## src/rtl/cla_pkg.sv

```systemverilog
// ---------------------------------------------------------------------------
// cla_pkg
//   Shared definitions for the pipelined carry-lookahead adder/subtractor.
//   GRP_W     : width of a first-level lookahead group inside a slice.
//   op_e      : operation select (add / subtract).
//   carry_in0 : carry injected into the lowest slice for a given operation.
// ---------------------------------------------------------------------------
package cla_pkg;

    localparam int GRP_W = 4;

    typedef enum logic {
        OP_ADD = 1'b0,
        OP_SUB = 1'b1
    } op_e;

    // Subtraction is A + ~B + 1, so the external carry is replaced by 1.
    function automatic logic carry_in0(input op_e op, input logic cin);
        return (op == OP_SUB) ? 1'b1 : cin;
    endfunction

endpackage

```

## src/rtl/cla_slice.sv

```systemverilog
// ---------------------------------------------------------------------------
// cla_slice
//   Combinational SW-bit two-level carry-lookahead adder.
//   First level: 4-bit groups with per-bit lookahead carries and group
//   generate/propagate. Second level: lookahead over the group G/P terms to
//   produce every group carry directly from cin.
// Ports
//   a, b   in  SW  operands (b already inverted by the caller for subtract)
//   cin    in  1   carry into bit 0
//   sum    out SW  a + b + cin (mod 2^SW)
//   cout   out 1   carry out of bit SW-1
//   c_msb  out 1   carry into bit SW-1 (for signed overflow)
//   zero   out 1   sum == 0
// ---------------------------------------------------------------------------
module cla_slice
    import cla_pkg::*;
#(
    parameter int SW = 8
) (
    input  logic [SW-1:0] a,
    input  logic [SW-1:0] b,
    input  logic          cin,
    output logic [SW-1:0] sum,
    output logic          cout,
    output logic          c_msb,
    output logic          zero
);

    localparam int NG = SW / GRP_W;

    logic [SW-1:0] g;
    logic [SW-1:0] p;
    logic [SW-1:0] c;     // c[i] = carry into bit i
    logic [NG-1:0] gg;    // group generate
    logic [NG-1:0] pp;    // group propagate
    logic [NG:0]   cg;    // cg[k] = carry into group k, cg[NG] = carry out
    logic          tg;
    logic          tc;
    logic          tb;

    assign g = a & b;
    assign p = a ^ b;

    // Group G/P in sum-of-products form: G = g3 | p3g2 | p3p2g1 | p3p2p1g0.
    always_comb begin
        gg = '0;
        pp = '0;
        tg = 1'b0;
        for (int k = 0; k < NG; k++) begin
            pp[k] = &p[k*GRP_W +: GRP_W];
            for (int j = 0; j < GRP_W; j++) begin
                tg = g[k*GRP_W + j];
                for (int m = j + 1; m < GRP_W; m++) begin
                    tg = tg & p[k*GRP_W + m];
                end
                gg[k] = gg[k] | tg;
            end
        end
    end

    // Second level: each group carry is a flat OR of products of group terms
    // and cin, so no carry ripples from group to group.
    always_comb begin
        cg = '0;
        tc = 1'b0;
        for (int k = 0; k <= NG; k++) begin
            tc = cin;
            for (int m = 0; m < k; m++) begin
                tc = tc & pp[m];
            end
            cg[k] = tc;
            for (int j = 0; j < k; j++) begin
                tc = gg[j];
                for (int m = j + 1; m < k; m++) begin
                    tc = tc & pp[m];
                end
                cg[k] = cg[k] | tc;
            end
        end
    end

    // Per-bit carries inside each group, looked ahead from the group carry.
    always_comb begin
        c  = '0;
        tb = 1'b0;
        for (int k = 0; k < NG; k++) begin
            for (int i = 0; i < GRP_W; i++) begin
                tb = cg[k];
                for (int m = 0; m < i; m++) begin
                    tb = tb & p[k*GRP_W + m];
                end
                c[k*GRP_W + i] = tb;
                for (int j = 0; j < i; j++) begin
                    tb = g[k*GRP_W + j];
                    for (int m = j + 1; m < i; m++) begin
                        tb = tb & p[k*GRP_W + m];
                    end
                    c[k*GRP_W + i] = c[k*GRP_W + i] | tb;
                end
            end
        end
    end

    assign sum   = p ^ c;
    assign cout  = cg[NG];
    assign c_msb = c[SW-1];
    assign zero  = ~|sum;

endmodule

```

## src/rtl/cla_addsub_pipe.sv

```systemverilog
// ---------------------------------------------------------------------------
// cla_addsub_pipe
//   Pipelined WIDTH-bit carry-lookahead adder/subtractor. The operation is cut
//   into STAGES slices of SW = WIDTH/STAGES bits; stage k adds slice k using
//   the carry registered by stage k-1. Operands travel with the op so later
//   slices are naturally skewed, and finished slices are carried along so the
//   result leaves fully aligned after STAGES cycles. One op per cycle, with a
//   single global advance enable driven by the output handshake.
// Ports
//   clk, rst_n           clock, synchronous active-low reset
//   in_valid / in_ready  input handshake
//   in_a, in_b           operands (WIDTH)
//   in_cin               carry-in, add only
//   in_sub               0: A+B+cin, 1: A-B
//   out_valid/out_ready  output handshake
//   out_sum              result mod 2^WIDTH
//   out_cout             carry out of MSB (subtract: 1 = no borrow)
//   out_ovf              signed overflow
//   out_zero             out_sum == 0
// ---------------------------------------------------------------------------
module cla_addsub_pipe
    import cla_pkg::*;
#(
    parameter int WIDTH  = 32,
    parameter int STAGES = 2
) (
    input  logic             clk,
    input  logic             rst_n,
    input  logic             in_valid,
    output logic             in_ready,
    input  logic [WIDTH-1:0] in_a,
    input  logic [WIDTH-1:0] in_b,
    input  logic             in_cin,
    input  logic             in_sub,
    output logic             out_valid,
    input  logic             out_ready,
    output logic [WIDTH-1:0] out_sum,
    output logic             out_cout,
    output logic             out_ovf,
    output logic             out_zero
);

    localparam int SW = WIDTH / STAGES;

    if (STAGES < 1 || (WIDTH % (GRP_W * STAGES)) != 0) begin : g_bad_param
        $error("cla_addsub_pipe: WIDTH (%0d) must be a multiple of %0d*STAGES (STAGES=%0d)",
               WIDTH, GRP_W, STAGES);
    end

    op_e              op;
    logic             en;
    logic [WIDTH-1:0] b_eff;
    logic             cin0;

    // Stage k registers: everything the op needs after slice k is done.
    logic             vld_p  [STAGES];
    logic [WIDTH-1:0] a_p    [STAGES];
    logic [WIDTH-1:0] b_p    [STAGES];
    logic [WIDTH-1:0] sum_p  [STAGES];
    logic             c_p    [STAGES];
    logic             zero_p [STAGES];
    logic             ovf_p  [STAGES];

    assign op    = op_e'(in_sub);
    assign b_eff = (op == OP_SUB) ? ~in_b : in_b;
    assign cin0  = carry_in0(op, in_cin);

    // The whole pipe moves together: it may advance whenever the head slot is
    // empty or is being taken this cycle.
    assign en       = !vld_p[STAGES-1] || out_ready;
    assign in_ready = en;

    for (genvar k = 0; k < STAGES; k++) begin : g_stage
        logic             v_i;
        logic [WIDTH-1:0] a_i;
        logic [WIDTH-1:0] b_i;
        logic [WIDTH-1:0] s_i;
        logic             c_i;
        logic             z_i;
        logic [SW-1:0]    sl_sum;
        logic             sl_cout;
        logic             sl_cmsb;
        logic             sl_zero;
        logic [WIDTH-1:0] s_n;

        if (k == 0) begin : g_head
            assign v_i = in_valid;
            assign a_i = in_a;
            assign b_i = b_eff;
            assign s_i = '0;
            assign c_i = cin0;
            assign z_i = 1'b1;
        end else begin : g_body
            assign v_i = vld_p[k-1];
            assign a_i = a_p[k-1];
            assign b_i = b_p[k-1];
            assign s_i = sum_p[k-1];
            assign c_i = c_p[k-1];
            assign z_i = zero_p[k-1];
        end

        cla_slice #(
            .SW (SW)
        ) u_slice (
            .a     (a_i[k*SW +: SW]),
            .b     (b_i[k*SW +: SW]),
            .cin   (c_i),
            .sum   (sl_sum),
            .cout  (sl_cout),
            .c_msb (sl_cmsb),
            .zero  (sl_zero)
        );

        // Drop this slice's result into its place among the finished slices.
        always_comb begin
            s_n = s_i;
            s_n[k*SW +: SW] = sl_sum;
        end

        // ---- stage k register boundary ----
        always_ff @(posedge clk) begin
            if (!rst_n) begin
                vld_p[k]  <= 1'b0;
                a_p[k]    <= '0;
                b_p[k]    <= '0;
                sum_p[k]  <= '0;
                c_p[k]    <= 1'b0;
                zero_p[k] <= 1'b0;
                ovf_p[k]  <= 1'b0;
            end else if (en) begin
                vld_p[k]  <= v_i;
                a_p[k]    <= a_i;
                b_p[k]    <= b_i;
                sum_p[k]  <= s_n;
                c_p[k]    <= sl_cout;
                zero_p[k] <= z_i & sl_zero;
                // Only meaningful in the last stage, where the slice MSB is
                // the word MSB.
                ovf_p[k]  <= sl_cmsb ^ sl_cout;
            end
        end
    end

    assign out_valid = vld_p[STAGES-1];
    assign out_sum   = sum_p[STAGES-1];
    assign out_cout  = c_p[STAGES-1];
    assign out_ovf   = ovf_p[STAGES-1];
    assign out_zero  = zero_p[STAGES-1];

endmodule

```

## config.mk

```make
export PLATFORM = sky130hd
export DESIGN_NAME = cla_addsub_pipe
export DESIGN_NICKNAME = d
export VERILOG_FILES = /design/src/rtl/cla_pkg.sv /design/src/rtl/cla_slice.sv /design/src/rtl/cla_addsub_pipe.sv
export SDC_FILE = /design/constraint.sdc
export NUM_CORES = 1
export LEC_CHECK = 0
export BUFFER_PORTS_ARGS = -buffer_cell sky130_fd_sc_hd__buf_2
export CAP_MARGIN = 40
export CORE_ASPECT_RATIO = 0.6
export CORE_MARGIN = 8
export CORE_UTILIZATION = 45
export DETAILED_ROUTE_END_ITERATION = 6
export PLACE_DENSITY = 0.79
export SYNTH_ARGS = -nofsm -noshare
export SYNTH_HDL_FRONTEND = slang
export SYNTH_SLANG_ARGS = --single-unit
```

## constraint.sdc

```tcl
create_clock -name clk -period 3.3 [get_ports clk]
set_input_delay 0.165 -clock clk [delete_from_list [all_inputs] [get_ports clk]]
set_output_delay 0.165 -clock clk [all_outputs]
set_load 0.02 [all_outputs]
```

==> impl_metrics.toml, run 1 <==
[run_status]
status = "complete, no violations"

[power_and_ir_drop]
leakagePower_uw = 0.00301
internal_power_uw = 2400
irDropWorstVdd_v = 0.000239
power_switching_uw = 979
comb_power_share_pct = 25.4
p_per_area_nw_per_um2 = 539
power_frac_clock_pct = 32.9
power_frac_seq_pct = 41.8
switching_share_pct = 28.9

[timing]
slew_violations = 0
fin_tns_setup_ns = 0
finalClockSkew_ns = 0.00477
fmax_mhz = 312
setup_viol = 0
fin_ws_ns = 0.0986
tightest_slew_ns = 0.832
maxSlewHeadroom_pct = 44.4
fin_crit_ns = 3.20
fin_crit_sh_pct = 97.0
hold_violations = 0

[routing]
drt-vias-per-instance = 5.31
drtAntennaViolNets = 0
drcViolationCount = 0
routedWlPerCell_um = 17.8
vias = 3758
drt-total-wl_mm = 12.6
drt_iter0_drc = 301
first_pass_iters = 5

[yosys]
syn-cell-area_um2 = 5030
synthCells = 432
ys.warnings.count = 0
yosys-top-cells-area = "edfxtp_1 50%, ha_1 10%, and3_1 5.0%, xnor2_1 4.9%, xor2_1 3.8%"
ys.flop_type = "edfxtp_1"
syn_nets = 550
ys_seq_elements = 87
synth_edf_count = 83
synth_top_area_cell = "edfxtp_1"
synth_simple_gate_area_share_pct = 14.8
synth_top_family_by_area = "simple AND/OR/NAND/NOR gates"
async_flop_share_pct = 0
avgSynthCellArea_um2 = 11.6
synthAdderAreaFrac_pct = 13.1
yosys.area.top_type_share_pct = 49.6
synth-compound-area-share_pct = 9.04
yosysSeqAreaShare_pct = 51.2
synth-xor-area-share_pct = 8.71
synthMuxAreaShare_pct = 0
synth.distinct_cells = 48

[worst_hold_path]
hold_path.class = "in2reg"

[floorplanning]
ios = 107
start_util_pct = 45.4
die_height_um = 97.9
die_w_um = 152
fp.dieArea_um2 = 14900
rows = 30
design.core.area_um2 = 11100

[worst_setup_path]
cp.required_ns = 3.59
endpoint_kind = "flop"
critPathArrivalTime_ns = 3.49
critPathMaxFanout = 2
path_class = "reg2reg"
startpoint_type = "flop"

[cts]
clkTransAtPathRegs_ns = 0.06
cts_buffers = 9
cts_sinks = 87
cts_buffer_depth = 2
clk_latency_ns = 0.35
hold_buffers = 0
h-tree-depth = 3
root_buffer = "clkbuf_16"
cts_tree = "done"

[place]
dpl.hpwl_mm = 9.84
dp.cells = 688
place_congestion = 0.896
port_buffers = 106
preCtsSetupSlack_ns = -0.192

[grt]
grt_pass1_wl_mm = 20.1
grt_overflow = 0
antenna_found_initial = 0
gr-usage-all-layers_pct = 17.0
grt_start_max_net_pins = 46
grt_pass1_vias = 3908

[finish]
fillers = 929
diodes = 0
final_cell_count_no_fill = 708
fin_nets = 677
area_growth_pct = 24.9
layout-drive-gt1-share_pct = 30.0

[flow_run]
drv_cap = 0
[repair_timing]
item,CTS,global route
setup endpoints to repair,1,2
pin swaps,0,14
cloned,0,0
setup buffers,0,4
resized for setup,1,11
[cells in the mapped netlist (2+ instances only)]
master    count
a21o_1        9
dfxtp_1       4
fa_1          8
ha_1         40
nand2_1      11
o211ai_1      3
nor2b_1       4
a21oi_1      19
or3_1         2
nor4_2        2
or2_2         5
xnor2_1      28
buf_1         2
or4_1         2
o21a_1       10
and3_1       40
edfxtp_1     83
nand4_1       5
o21ai_0      14
clkbuf_1     13
nand3_1       4
xor2_1       22
and2_1       10
nor3_1        8
o22ai_1       2
nor2_1       41
inv_1        20
[worst max-delay path, cell delays in order (launching register included)]
cell	delay, ns
edfxtp_1	0.41
ha_4	0.26
a211o_1	0.24
a31o_2	0.24
a21o_1	0.18
o21a_1	0.17
or2_4	0.24
fa_1	0.50
nor4b_2	0.27
nand4_1	0.15
nor3_2	0.19
nand4_1	0.13
o21ai_1	0.14
[placed cells by master, fill, tap and decap left out, types with 5 or more instances in the layout]
master / n
buf_2: 106
edfxtp_1: 83
nor2_1: 41
and3_1: 40
ha_1: 38
xnor2_1: 28
buf_4: 26
xor2_1: 22
inv_1: 20
a21oi_1: 18
nand2_1: 10
o21ai_0: 10
o21a_1: 10
and2_1: 10
a21o_1: 9
clkbuf_16: 9
fa_1: 8
nor3_1: 7
nand4_1: 5
[through the flow]
stage          util [%]  total power (uW)  instance area, um2  hold slack (ns)
2_1_floorplan         -              1940                5040            0.382
3_3_place_gp       53.0              2220                5870            0.457
3_5_place_dp       53.0              2260                5870            0.474
4_1_cts            56.0              3370                6200            0.116
5_1_grt            56.7              3520                6280            0.129
6_report           56.7              3380                6280            0.127
[worst paths after layout]
kind                endpoint  depth (start not counted)  startpoint  slack (ns)
hold reg to reg    zero_p[1]                          2   zero_p[1]        0.49
setup reg to reg   zero_p[1]                         12  a_p[0][18]         0.1
setup / recovery   zero_p[1]                         12  a_p[0][18]         0.1
hold / removal    a_p[0][27]                          2    in_a[27]        0.13
[state kept, by name (all words and copies together), names as in the netlist]
register  count
b_p          16
sum_p        48
vld_p         2
a_p          16
c_p           2
zero_p        2
ovf_p         1
[kinds of logic after synthesis]
kind of cell             count (synthesis)
AO/OA/AOI/OAI                           70
XOR/XNOR                                50
adder cells (fa/ha/maj)                 48
buffers and inverters                   38
flip-flops                              87
AND/OR/NAND/NOR                        139
[power by group through the flow]
stage	registers [uW]	logic (uW)	clock network, uW
floorplan	1500	441	0
global placement	1430	798	0
detailed placement	1430	824	0
CTS	1410	829	1130
global route	1420	933	1170
finish	1410	858	1110
[layout make-up]
| class | instances | area [um2] | share of cell area (%) |
|---|---|---|---|
| Inverter | 20 | 75.1 | 1.20 |
| Multi-Input combinational cell | 307 | 2360 | 37.5 |
| Clock inverter | 7 | 103 | 1.63 |
| Timing Repair Buffer | 134 | 766 | 12.2 |
| Tap cell | 144 | 180 | 2.87 |
| Sequential cell | 87 | 2570 | 41.0 |
| Clock buffer | 9 | 225 | 3.59 |
[per-layer routing]
layer / vias up / share of wire, % / GRT usage [%]
li1: 1817 / - / -
met1: 1759 / 46 / 22.4
met2: 160 / 43 / 25.0
met3: 22 / 9.3 / 6.31
met4: 0 / 2.1 / 6.05
met5: - / 0 / 0
Note: power is estimated with default switching activity, not from simulation.
==> inputs of run 2 (changes only) <==
--- a/config.mk
+++ b/config.mk
@@ -12,6 +12,7 @@
 export CORE_UTILIZATION = 45
 export DETAILED_ROUTE_END_ITERATION = 6
 export PLACE_DENSITY = 0.79
+export RECOVER_POWER = 25
 export SYNTH_ARGS = -nofsm -noshare
 export SYNTH_HDL_FRONTEND = slang
 export SYNTH_SLANG_ARGS = --single-unit
==> impl_metrics.toml, run 2 (same netlist as run 1, synthesis figures left out) <==
[finish]
largest_reg_flops = 48
area_growth_pct = 23.9
finish.utilization_pct = 56.2
design_area_um2 = 6230
layout-drive-gt1-share_pct = 23.4
top_regs = "sum_p x48, a_p x16, b_p x16"
diodes = 0
layout_common_cells = "83 x edfxtp_1, 70 x buf_2, 41 x nor2_1"
regMostFlops = "sum_p"
fin_nets = 677
final_common_cell = "edfxtp_1"

[run_status]
status = "complete, but fails checks"
violations = "capacitance limit, slew limit"

[floorplanning]
die_height_um = 97.9
start_util_pct = 45.4
die_w_um = 152
fp.dieArea_um2 = 14900
design.core.area_um2 = 11100
ios = 107
rows = 30

[grt]
grt_pass1_vias = 3908
grt_overflow = 0
antenna_found_initial = 0
gr-usage-all-layers_pct = 17.0
grt_start_max_net_pins = 46
grt_pass1_wl_mm = 20.1

[routing]
vias = 3744
drcViolationCount = 0
drt-total-wl_mm = 12.6
first_pass_iters = 5
drt_iter0_drc = 302
drt-vias-per-instance = 5.29
drtAntennaViolNets = 0
routedWlPerCell_um = 17.8

[place]
preCtsSetupSlack_ns = -0.192
place_congestion = 0.896
dpl.hpwl_mm = 9.84
port_buffers = 106
place_area_um2 = 5870

[power_and_ir_drop]
comb_power_share_pct = 25.0
totalPowerFinal_uw = 3370
power_frac_clock_pct = 33.0
p_per_area_nw_per_um2 = 541
power_switching_uw = 978
switching_share_pct = 29.1
irDropWorstVdd_v = 0.000234
leakagePower_uw = 0.00286
internal_power_uw = 2390
power_frac_seq_pct = 42.0

[worst_setup_path]
endpoint_kind = "flop"
slowest_stage = "fa_1"
r2r_start = "a_p[0][18]"
crit_path_end = "zero_p[1]"
regToRegSetupSlack_ns = 0.09
rr_worst_depth = 12
cp.required_ns = 3.58
crit_top_cell = "nand4_1"
timing.rr.end = "zero_p[1]"
critPathMaxFanout = 2
cpPeakStageDelay_ns = 0.50
startpoint_type = "flop"
cp-startpoint = "a_p[0][18]"
path_cells = "ha_4 > a211o_1 > a31o_2 > a21o_1 > o21a_1 > or2_4 > fa_1 > nor4b_2 > nand4_1 > nor3_2 > nand4_1 > o21ai_1"
critPathArrivalTime_ns = 3.49
path_class = "reg2reg"

[cts]
root_buffer = "clkbuf_16"
cts_buffers = 9
clk_latency_ns = 0.34
clkTransAtPathRegs_ns = 0.06
h-tree-depth = 3
cts_sinks = 87
cts_buffer_depth = 2
hold_buffers = 0
cts_tree = "done"

[timing]
fmax_mhz = 312
slew_violations = 39
maxSlewHeadroom_pct = -7.48
setup_viol = 0
fin_ws_ns = 0.0916
fin_crit_ns = 3.21
finalClockSkew_ns = 0.00561
fin_tns_setup_ns = 0
hold_violations = 0
fin_crit_sh_pct = 97.2
tightest_slew_ns = 1.61

[flow_run]
drv_cap = 1

[worst_hold_path]
hold_path.class = "in2reg"
run 2: repair_timing:
action | 4_1_cts | 5_1_grt
buffers inserted | 0 | 4
pin swaps | 0 | 14
gates cloned | 0 | 0
resized for setup | 1 | 11
setup endpoints to repair | 1 | 2
run 2: worst min path at each step:
stage | startpoint | end | depth (start not counted)
floorplan | in_b[16] | b_p[0][16] | 2
global placement | vld_p[0] | vld_p[1] | 2
detailed placement | zero_p[1] | zero_p[1] | 2
CTS | in_a[27] | a_p[0][27] | 2
global route | in_a[17] | a_p[0][17] | 2
finish | in_a[27] | a_p[0][27] | 2
run 2: power groups by stage:
stage          registers [uW]  logic, uW  clock network, uW
3_5_place_dp             1430        824                  0
4_1_cts                  1410        829               1130
2_1_floorplan            1500        441                  0
6_report                 1410        841               1110
5_1_grt                  1430        916               1170
3_3_place_gp             1430        798                  0
run 2: critical path, delay by kind of cell (launching register included):
family,cells,cell delay (ns)
AOI/OAI and AO/OA,5,0.97
adders and majority gates,2,0.76
DFF,1,0.41
and+or+nand+nor,5,0.99
run 2: area by class of cell:
class	count	area, um2
repair buffers	134	721
fillers	944	4850
clock inverters	7	103
well taps	144	180
clock buffers	9	225
multi-input cells	307	2350
inverters	20	75.1
flip-flops and latches	87	2570
run 2: layer usage:
metal	wire length, um	global-route usage, %	vias up
met2	5390	25.0	140
met5	0	0	-
met3	1130	6.31	18
li1	-	-	1811
met1	5850	22.4	1775
met4	246	6.05	0
run 2: metrics by stage:
| step | hold WS (ns) | cells |
|---|---|---|
| 2_1_floorplan | 0.382 | 432 |
| 3_3_place_gp | 0.457 | 688 |
| 3_5_place_dp | 0.474 | 688 |
| 4_1_cts | 0.116 | 704 |
| 5_1_grt | 0.129 | 708 |
| 6_report | 0.133 | 708 |
